$ cat config.mk
export PLATFORM = sky130hd
export DESIGN_NAME = instruction_fetch
export DESIGN_NICKNAME = d
export VERILOG_FILES = /design/src/rtl/instruction_fetch_pkg.sv /design/src/rtl/instruction_fetch_program_counter.sv /design/src/rtl/instruction_fetch.sv
export SDC_FILE = /design/constraint.sdc
export NUM_CORES = 1
export LEC_CHECK = 0
export BUFFER_PORTS_ARGS = -buffer_cell sky130_fd_sc_hd__buf_2
export CAP_MARGIN = 20
export CELL_PAD_IN_SITES_DETAIL_PLACEMENT = 0
export CELL_PAD_IN_SITES_GLOBAL_PLACEMENT = 2
export CORE_ASPECT_RATIO = 1.75
export CORE_UTILIZATION = 27
export DETAILED_ROUTE_END_ITERATION = 8
export HOLD_SLACK_MARGIN = 0.12
export PLACE_DENSITY = 0.85
export SLEW_MARGIN = 0
export SYNTH_ARGS = -nofsm -noshare
export SYNTH_HDL_FRONTEND = slang
export SYNTH_SLANG_ARGS = --single-unit
$ cat constraint.sdc
create_clock -name clock -period 3.06 [get_ports clock]
set_input_delay 0.153 -clock clock [delete_from_list [all_inputs] [get_ports clock]]
set_output_delay 0.153 -clock clock [all_outputs]
set_load 0.02 [all_outputs]
$ cat src/rtl/instruction_fetch_pkg.sv
`default_nettype none
// ============================================================================
// Module   : instruction_fetch_pkg
// Brief    : Shared fetch-stage widths, NOP word and fetch state encodings.
// Revision : 1.0 - initial release
// ============================================================================
package instruction_fetch_pkg;

   // PC / ROM address width (256-word program space)
   localparam int C_ADDR_W  = 8;
   // Instruction word width
   localparam int C_INSTR_W = 32;
   // Bubble word presented to execute when instr_valid is low
   localparam logic [31:0] C_NOP = 32'd0;

   // Fetch sequencer states; FETCH_HALT is only reachable with breakpoints built in
   typedef enum logic [1:0] {
      FETCH_FLUSH = 2'd0,
      FETCH_RUN   = 2'd1,
      FETCH_HALT  = 2'd2
   } fetch_state_t;

endpackage : instruction_fetch_pkg
`default_nettype wire

$ cat src/rtl/instruction_fetch_program_counter.sv
`default_nettype none
// ============================================================================
// Module   : instruction_fetch_program_counter
// Brief    : PC register: +1 with natural wrap, load of a redirect target,
//            hold whenever the step tick is low or no fetch is accepted.
// Revision : 1.0 - initial release
// ============================================================================
module instruction_fetch_program_counter #(
   parameter int ADDR_W = 8
) (
   input  logic              clk,
   input  logic              rst,
   input  logic              i_enable,
   input  logic              i_load,
   input  logic [ADDR_W-1:0] i_load_addr,
   input  logic              i_advance,
   output logic [ADDR_W-1:0] o_pc
);

   logic [ADDR_W-1:0] r_pc;

   // Redirect beats increment; the increment wraps silently at the top of the ROM
   always_ff @(posedge clk) begin
      if (rst) begin
         r_pc <= '0;
      end else if (i_enable) begin
         if (i_load) begin
            r_pc <= i_load_addr;
         end else if (i_advance) begin
            r_pc <= r_pc + ADDR_W'(1);
         end
      end
   end

   assign o_pc = r_pc;

endmodule : instruction_fetch_program_counter
`default_nettype wire

$ cat src/rtl/instruction_fetch.sv
`default_nettype none
// ============================================================================
// Module   : instruction_fetch
// Brief    : Fetch stage. Drives the PC as the ROM address, registers the
//            returned word for execute, redirects on taken JMP/ATC and holds
//            during stalls. Optional macro FETCH_BREAKPOINT_EN adds a PC
//            breakpoint with HALT state, resume pulse and halted flag.
// Revision : 1.0 - initial release
// ============================================================================
module instruction_fetch
   import instruction_fetch_pkg::*;
#(
   parameter int ADDR_W  = C_ADDR_W,
   parameter int INSTR_W = C_INSTR_W
) (
   input  logic               clock,
   input  logic               reset,
   input  logic               enable,
   input  logic               stall,
   input  logic               jump_taken,
   input  logic [ADDR_W-1:0]  jump_addr,
   output logic [ADDR_W-1:0]  mem_address,
   input  logic [INSTR_W-1:0] mem_instruction,
   output logic [INSTR_W-1:0] instr,
   output logic [ADDR_W-1:0]  instr_pc,
   output logic               instr_valid
`ifdef FETCH_BREAKPOINT_EN
   ,
   input  logic               break_en,
   input  logic [ADDR_W-1:0]  break_addr,
   input  logic               resume,
   output logic               halted
`endif
);

   localparam logic [INSTR_W-1:0] c_bubble = INSTR_W'(C_NOP);

   fetch_state_t       r_state;
   logic [INSTR_W-1:0] r_instr;
   logic [ADDR_W-1:0]  r_instr_pc;
   logic               r_instr_valid;
   logic [ADDR_W-1:0]  w_pc;
   logic               w_in_halt;
   logic               w_break_hit;
   logic               w_advance;

`ifdef FETCH_BREAKPOINT_EN
   logic r_halted;
   logic r_skip_once;

   // skip_once lets the word at the breakpoint through exactly once after a resume
   assign w_break_hit = break_en && (w_pc == break_addr) && !r_skip_once;
   assign halted      = r_halted;
`else
   assign w_break_hit = 1'b0;
`endif

   assign w_in_halt = (r_state == FETCH_HALT);
   // A fetch is accepted only when nothing of higher priority claims the cycle
   assign w_advance = !jump_taken && !stall && !w_in_halt && !w_break_hit;

   instruction_fetch_program_counter #(
      .ADDR_W (ADDR_W)
   ) u_program_counter (
      .clk         (clock),
      .rst         (reset),
      .i_enable    (enable),
      .i_load      (jump_taken),
      .i_load_addr (jump_addr),
      .i_advance   (w_advance),
      .o_pc        (w_pc)
   );

   // Fetch sequencer and instruction register: redirect > stall > halt > fetch
   always_ff @(posedge clock) begin
      if (reset) begin
         r_state       <= FETCH_FLUSH;
         r_instr       <= c_bubble;
         r_instr_pc    <= '0;
         r_instr_valid <= 1'b0;
`ifdef FETCH_BREAKPOINT_EN
         r_halted      <= 1'b0;
         r_skip_once   <= 1'b0;
`endif
      end else if (enable) begin
         if (jump_taken) begin
            r_instr       <= c_bubble;
            r_instr_valid <= 1'b0;
            // A redirect while halted moves the PC but keeps the core halted
            if (!w_in_halt) begin
               r_state <= FETCH_FLUSH;
            end
         end else if (!stall) begin
            if (w_in_halt) begin
`ifdef FETCH_BREAKPOINT_EN
               if (resume) begin
                  r_state     <= FETCH_RUN;
                  r_halted    <= 1'b0;
                  r_skip_once <= 1'b1;
               end
`endif
            end else if (w_break_hit) begin
`ifdef FETCH_BREAKPOINT_EN
               r_state       <= FETCH_HALT;
               r_halted      <= 1'b1;
               r_instr       <= c_bubble;
               r_instr_valid <= 1'b0;
`endif
            end else begin
               r_state       <= FETCH_RUN;
               r_instr       <= mem_instruction;
               r_instr_pc    <= w_pc;
               r_instr_valid <= 1'b1;
`ifdef FETCH_BREAKPOINT_EN
               r_skip_once   <= 1'b0;
`endif
            end
         end
      end
   end

   assign mem_address = w_pc;
   assign instr       = r_instr;
   assign instr_pc    = r_instr_pc;
   assign instr_valid = r_instr_valid;

endmodule : instruction_fetch
`default_nettype wire

==> summary.txt, run 1 <==
Layout
  – Diodes inserted: 0
  – Layout area overhead: 39.9%
  – Layout cell share with drive strength beyond 1: about 36%
  – Most frequent cells in the layout: buf_2, dfxtp_1, nor2_1
  – Net total in the final layout: 355
  – Finished layout cell area: 2720 um2
  – Commonest non-fill, non-tap cell in the layout: buf_2
  – Multi-input logic area: 820 um2
  – Register area: slightly below 1000 um2
  – FILL cells: 744

Clock network
  – Post_cts resized: 0
  – Worst-path clk slew: ~0.070 ns
  – Clock Latency Late Sink: ~0.28 ns
  – CTS buffer count: 5
  – H-tree level count: 2
  – CTS tree: built
  – Setup Fix Bufs, Post-CTS: 0
  – Root Buffer: clkbuf_16
  – Max Root-Sink Buffers: 2
  – Clock sinks: 49

Synthesis
  – Yosys top cell by area: dfxtp_1
  – Compound-Gate Fraction of Synth Area: 24.6%
  – Synth warn: 0
  – Post-Synthesis Cells: approximately 210
  – Sequential area share after synthesis: 50.4%
  – Adder-Cell Fraction of Synth Area: 0.643%
  – #FFs+latches synth: 49
  – XOR/XNOR share of the synthesized area: 0%
  – Synth Cell Area: 1950 um2
  – Synth Area in Simple Gates: 16.4%
  – Mean Syn Cell Area: 9.36 um2
  – Synthesized net count: 254
  – Synth top area share: 50.4%
  – Yosys cell types: 34
  – Multiplexer share of the synthesized area: less than 1%
  – Synth top area cells: dfxtp_1, a22oi_1, nor2_1
  – Largest family of logic cells by synthesized area: compound AO/OA/AOI/OAI gates

STA
  – Sum of negative setup slack: 0 ns
  – Fin. Hold Viols: 0
  – Layout Skew: ~0.0055 ns
  – Period utilization: about half
  – Post-layout min period: 1.56 ns
  – Slew @ Worst Pin: 0.959 ns
  – Final setup fails: 0
  – Final max-slew violation count: 0
  – RSZ-0062 raised after global routing: no
  – Slew headroom: 35.8%
  – Fmax: 0.643 GHz

Route
  – Via/cell ratio: about 4.7
  – DRC: 0
  – Detailed Routing Iterations Pass 1: 4
  – Iter 0 DRT Violations: 74
  – Routed Antenna Nets: 0
  – Total wire length: 5.14 mm
  – Routed vias: approximately 1.8k
  – WL/cell: 13.1 um

Pwr
  – Peak VDD IR: 0.330 mV
  – Leak: around 0.0012 uW
  – PD cells: 547 nW/um2

Global route
  – Congestion Overflow GR: 0
  – GR Util All Layers: 14.6%
  – Pin count of the biggest net entering global routing: 50
  – Number of global-route vias before repair: 1,822
  – First-pass GRT wire length: 8.45 mm
  – Initial antenna violation count: 0

Hold path
  – Hold path depth: 3
  – HP Class: primary input to flop

Setup path
  – Crit. End Element: flop
  – FF-to-FF path depth: 5
  – Startpoint class of the critical path: flop
  – Worst Path Class, Setup: flop to flop
  – CP Data Arrival Time: 1.68 ns
  – Req. time, crit path: 3.18 ns
  – Crit-path max FO: 8

Floorplanning
  – # rows: 40
  – Initial Util: 28.2%
  – Die area: 7570 um2
  – Die W: ~66 um
  – Die Height: 114 um
  – Core area: between 6000 and 7000 um2
  – Number of I/O pins: 94

Placement
  – Placed Area: 2400 um2
  – HPWL Detailed: approximately 3.6 mm
  – Placer congestion estimate: 0.750
  – Port Buf Inserts: 93

Status
  – Status: finished, final reports clean

Run
  – Maximum capacitance violations: 0
==> report_power, final <==
group	internal (uW)	switching, uW
logic	74.9	98.8
clock network	408	232
registers	658	18.1
==> state kept, by name (all words and copies together), names as in the netlist <==
name                    flops
u_program_counter.o_pc      8
instr                      32
instr_valid                 1
instr_pc                    8
==> layer usage <==
metal	vias to the layer above	wire (um)	GRT usage, %	part of all wire [%]
met5	-	0	0	0
li1	939	-	-	-
met4	0	108	6.10	2.1
met3	8	291	3.49	5.7
met1	845	2000	15.6	39
met2	52	2740	26.5	53
==> repair_timing <==
action / in CTS / in global routing
hold buffers: 15 / 0
endpoints found under the setup margin: 0 / 0
endpoints found under the hold margin: 15 / 0
==> final cells by class <==
class | count | area share, %
clock buffer | 6 | 5.10
clock inverter | 2 | 1.38
inverter | 3 | 0.413
multi-input combinational | 140 | 30.1
sequential | 49 | 36.0
tap | 84 | 3.86
timing repair buffer | 110 | 23.2
==> cells in the mapped netlist <==
master     n
a31oi_1    3
nor3_2     1
buf_1      1
inv_2      1
o31ai_1    2
inv_1      2
a21boi_4   1
nor3b_1    1
o22ai_1    1
nand4_1    1
nand3_1    6
buf_2      1
nor3_1     1
o21ai_4    1
dfxtp_1   49
a21o_2     1
buf_4      1
clkbuf_8   1
ha_1       1
buf_6      8
o21ai_0    7
nor2_1    34
nor4_1     1
a22oi_1   29
a211oi_1   4
a221oi_1   1
nand2_1   22
or2_2      1
or3_1      3
clkbuf_1   4
a22oi_2    3
nor3b_4    1
mux2i_1    1
a21oi_1   13
==> worst max-delay path, stage by stage, from the launching register on <==
cell and delay [ns]:
dfxtp_1 0.46, ha_1 0.26, nand3_1 0.15, or3_1 0.36
o21ai_0 0.07, a211oi_1 0.09
==> worst paths after layout <==
check / startpoint / to / slack [ns]
max: u_program_counter.o_pc[0]$_SDFFE_PP0P_ / u_program_counter.o_pc[6]$_SDFFE_PP0P_ / 1.50
min: mem_instruction[27] / instr[27]$_SDFFE_PP0P_ / 0.12
max reg2reg: u_program_counter.o_pc[0]$_SDFFE_PP0P_ / u_program_counter.o_pc[6]$_SDFFE_PP0P_ / 1.50
min reg2reg: instr_pc[2]$_SDFFE_PP0P_ / instr_pc[2]$_SDFFE_PP0P_ / 0.45
==> per-stage QoR <==
step	cells	hold slack (ns)	utilization (%)	power, uW	setup WS, ns
after CTS	394	0.121	39.4	1520	1.47
after global routing	394	0.123	39.4	1560	1.35
after floorplan	208	0.303	-	795	1.56
final	394	0.121	39.4	1490	1.50
after global placement	371	0.400	34.7	851	1.35
after detailed placement	371	0.411	34.7	852	1.37
==> cell families (layout without fill, tap and decap cells) <==
family                     Yosys count  after routing
and+or+nand+nor                     72             72
AOI/OAI and AO/OA                   66             66
DFF                                 49             49
buffers and inverters               19            121
adders and majority gates            1              1
muxes                                1              1
Note: power is estimated with default switching activity, not from simulation.
==> inputs of run 2 (changes only) <==
--- a/config.mk
+++ b/config.mk
@@ -10,10 +10,10 @@
 export CELL_PAD_IN_SITES_DETAIL_PLACEMENT = 0
 export CELL_PAD_IN_SITES_GLOBAL_PLACEMENT = 2
 export CORE_ASPECT_RATIO = 1.75
-export CORE_UTILIZATION = 27
+export CORE_UTILIZATION = 23
 export DETAILED_ROUTE_END_ITERATION = 8
 export HOLD_SLACK_MARGIN = 0.12
-export PLACE_DENSITY = 0.85
+export PLACE_DENSITY = 0.77
 export SLEW_MARGIN = 0
 export SYNTH_ARGS = -nofsm -noshare
 export SYNTH_HDL_FRONTEND = slang
==> constraint.sdc (replaced) <==
create_clock -name clock -period 1.4 [get_ports clock]
set_input_delay 0.07 -clock clock [delete_from_list [all_inputs] [get_ports clock]]
set_output_delay 0.07 -clock clock [all_outputs]
set_load 0.02 [all_outputs]
==> summary.txt, run 2 (synthesized netlist as in run 1, its figures left out) <==
Route
  – Iter 0 DRT Violations: 124 (was 74)
  – WL/cell: 13.4 um (was 13.1 um)
  – Detailed Routing Iterations Pass 1: 4 (unchanged)
  – Total wire length: 5.80 mm (was 5.14 mm)
  – Via/cell ratio: 4.60 (was 4.68)
  – Routed vias: 1,993 (was 1,844)
  – DRC: 0 (unchanged)
  – Routed Antenna Nets: 0 (unchanged)

STA
  – Period utilization: 94.5% (was 50.8%)
  – Final max-slew violation count: 0 (unchanged)
  – Slew headroom: 70.5% (was 35.8%)
  – Post-layout min period: 1.32 ns (was 1.56 ns)
  – Layout Skew: 0.00439 ns (was 0.00550 ns)
  – Worst hold slack: 0.126 ns (was 0.121 ns)
  – Fin. Hold Viols: 0 (unchanged)
  – Fmax: 0.756 GHz (was 0.643 GHz)
  – Final setup fails: 0 (unchanged)
  – Worst Slack Setup Final: 0.0775 ns (was 1.50 ns)
  – RSZ-0062 raised after global routing: no (unchanged)
  – Slew @ Worst Pin: 0.442 ns (was 0.959 ns)

Floorplanning
  – Die W: 71.6 um (was 66.2 um)
  – # rows: 44 (was 40)
  – Die Height: 124 um (was 114 um)
  – Die area: 8850 um2 (was 7570 um2)
  – Core area: 8260 um2 (was 6910 um2)
  – Initial Util: 23.6% (was 28.2%)
  – Number of I/O pins: 94 (unchanged)

Pwr
  – Peak VDD IR: 0.432 mV (was 0.330 mV)
  – PD cells: 1130 nW/um2 (was 547 nW/um2)
  – Leak: 0.00136 uW (was 0.00121 uW)
  – Pwr Total: 3480 uW (was 1490 uW)

Setup path
  – Worst Path Class, Setup: flop to flop (unchanged)
  – Slowest stage cell, crit path: dfxtp_4 (was dfxtp_1)
  – Req. time, crit path: 1.56 ns (was 3.18 ns)
  – Cell chain of the critical path: ha_2 -> nand3_2 -> or3_1 -> o21ai_0 -> a211oi_1 (was ha_1 -> nand3_1 -> or3_1 -> o21ai_0 -> a211oi_1)
  – CP max stage delay: 0.38 ns (was 0.46 ns)
  – Crit-path max FO: 7 (was 8)
  – Crit. End Element: flop (unchanged)
  – CP Data Arrival Time: 1.48 ns (was 1.68 ns)
  – Startpoint class of the critical path: flop (unchanged)

Layout
  – Diodes inserted: 0 (unchanged)
  – Commonest non-fill, non-tap cell in the layout: buf_2 (unchanged)
  – Multi-input logic area: 832 um2 (was 820 um2)
  – Finished layout cell area: 3070 um2 (was 2720 um2)
  – Layout area overhead: 57.7% (was 39.9%)
  – Non-filler instance count after layout: 433 (was 394)
  – Net total in the final layout: 386 (was 355)
  – Layout cell share with drive strength beyond 1: 39.0% (was 36.5%)
  – Most frequent cells in the layout: buf_2, dfxtp_1, nor2_1 (unchanged)
  – FILL cells: 872 (was 744)
  – Largest register FFs: 32 (unchanged)
  – Register area: 988 um2 (was 981 um2)

Clock network
  – Root Buffer: clkbuf_16 (unchanged)
  – Worst-path clk slew: 0.07 ns (about the same)
  – Clock sinks: 49 (unchanged)
  – CTS buffer count: 5 (unchanged)
  – CTS tree: built (unchanged)
  – H-tree level count: 2 (unchanged)
  – Clock Latency Late Sink: 0.29 ns (was 0.28 ns)
  – Max Root-Sink Buffers: 2 (unchanged)

Global route
  – GR Util All Layers: 13.1% (was 14.6%)
  – Number of global-route vias before repair: 1,841 (was 1,822)
  – Initial antenna violation count: 0 (unchanged)
  – Congestion Overflow GR: 0 (unchanged)
  – First-pass GRT wire length: 8.97 mm (was 8.45 mm)
  – Pin count of the biggest net entering global routing: 33 (was 50)

Placement
  – Port Buf Inserts: 93 (unchanged)
  – Placed insts: 391 (was 371)
  – Setup WS pre-CTS: -0.000877 ns (was 1.37 ns)
  – Placer congestion estimate: 0.753 (was 0.750)
  – HPWL Detailed: 4.01 mm (was 3.59 mm)
  – Placed Area: 2520 um2 (was 2400 um2)

Hold path
  – HP Class: primary input to flop (unchanged)

Status
  – Status: finished, final reports clean (unchanged)

Run
  – Maximum capacitance violations: 0 (unchanged)
[run 2: through the flow]
| step | setup TNS [ns] | util [%] |
|---|---|---|
| after global routing | 0 | 37.2 |
| after global placement | 0 | 30.6 |
| final | 0 | 37.2 |
| after floorplan | 0 | - |
| after CTS | 0 | 36.9 |
| after detailed placement | -0.000877 | 30.6 |
[run 2: area by class of cell]
| class | instances | share of cell area [%] |
|---|---|---|
| Timing Repair Buffer | 141 | 30.4 |
| Inverter | 3 | 0.367 |
| Multi-Input combinational cell | 140 | 27.1 |
| Clock buffer | 5 | 4.07 |
| Tap cell | 92 | 3.75 |
| Clock inverter | 3 | 2.12 |
| Sequential cell | 49 | 32.2 |
[run 2: routing by layer]
layer  GRT usage, %  up-vias  wire (um)
met5              0        -          0
met4           5.15        0        102
met3           2.67        6        235
met2           23.8       51       3050
met1           14.8      929       2410
li1               -     1007          -
[run 2: path summary, 6_finish.rpt]
check,startpoint,to,slack (ns),depth (start not counted)
max,u_program_counter.o_pc[1]$_SDFFE_PP0P_,u_program_counter.o_pc[6]$_SDFFE_PP0P_,0.08,5
min reg2reg,instr_pc[6]$_SDFFE_PP0P_,instr_pc[6]$_SDFFE_PP0P_,0.45,2
max reg2reg,u_program_counter.o_pc[1]$_SDFFE_PP0P_,u_program_counter.o_pc[6]$_SDFFE_PP0P_,0.08,5
min,jump_addr[1],u_program_counter.o_pc[1]$_SDFFE_PP0P_,0.13,3
[run 2: what timing repair did]
| item | in CTS | in global routing |
|---|---|---|
| endpoints found under the setup margin | 1 | 2 |
| resized for setup | 1 | 5 |
| setup buffers | 0 | 1 |
| pin swaps | 0 | 1 |
| hold endpoints to repair | 33 | 0 |
| hold buffers | 33 | 0 |
[run 2: where the power goes]
part           switching (uW)  total [uW]  internal (uW)
logic                     242         469            227
clock network             520        1540           1020
registers                34.6        1470           1440
total                     796        3480           2690
[run 2: worst max-delay path: cells and delay by family, from the launching register on]
| family | cells | cell delay, ns |
|---|---|---|
| simple gates | 2 | 0.44 |
| fa+ha+maj | 1 | 0.22 |
| compound gates | 2 | 0.16 |
| flops | 1 | 0.38 |
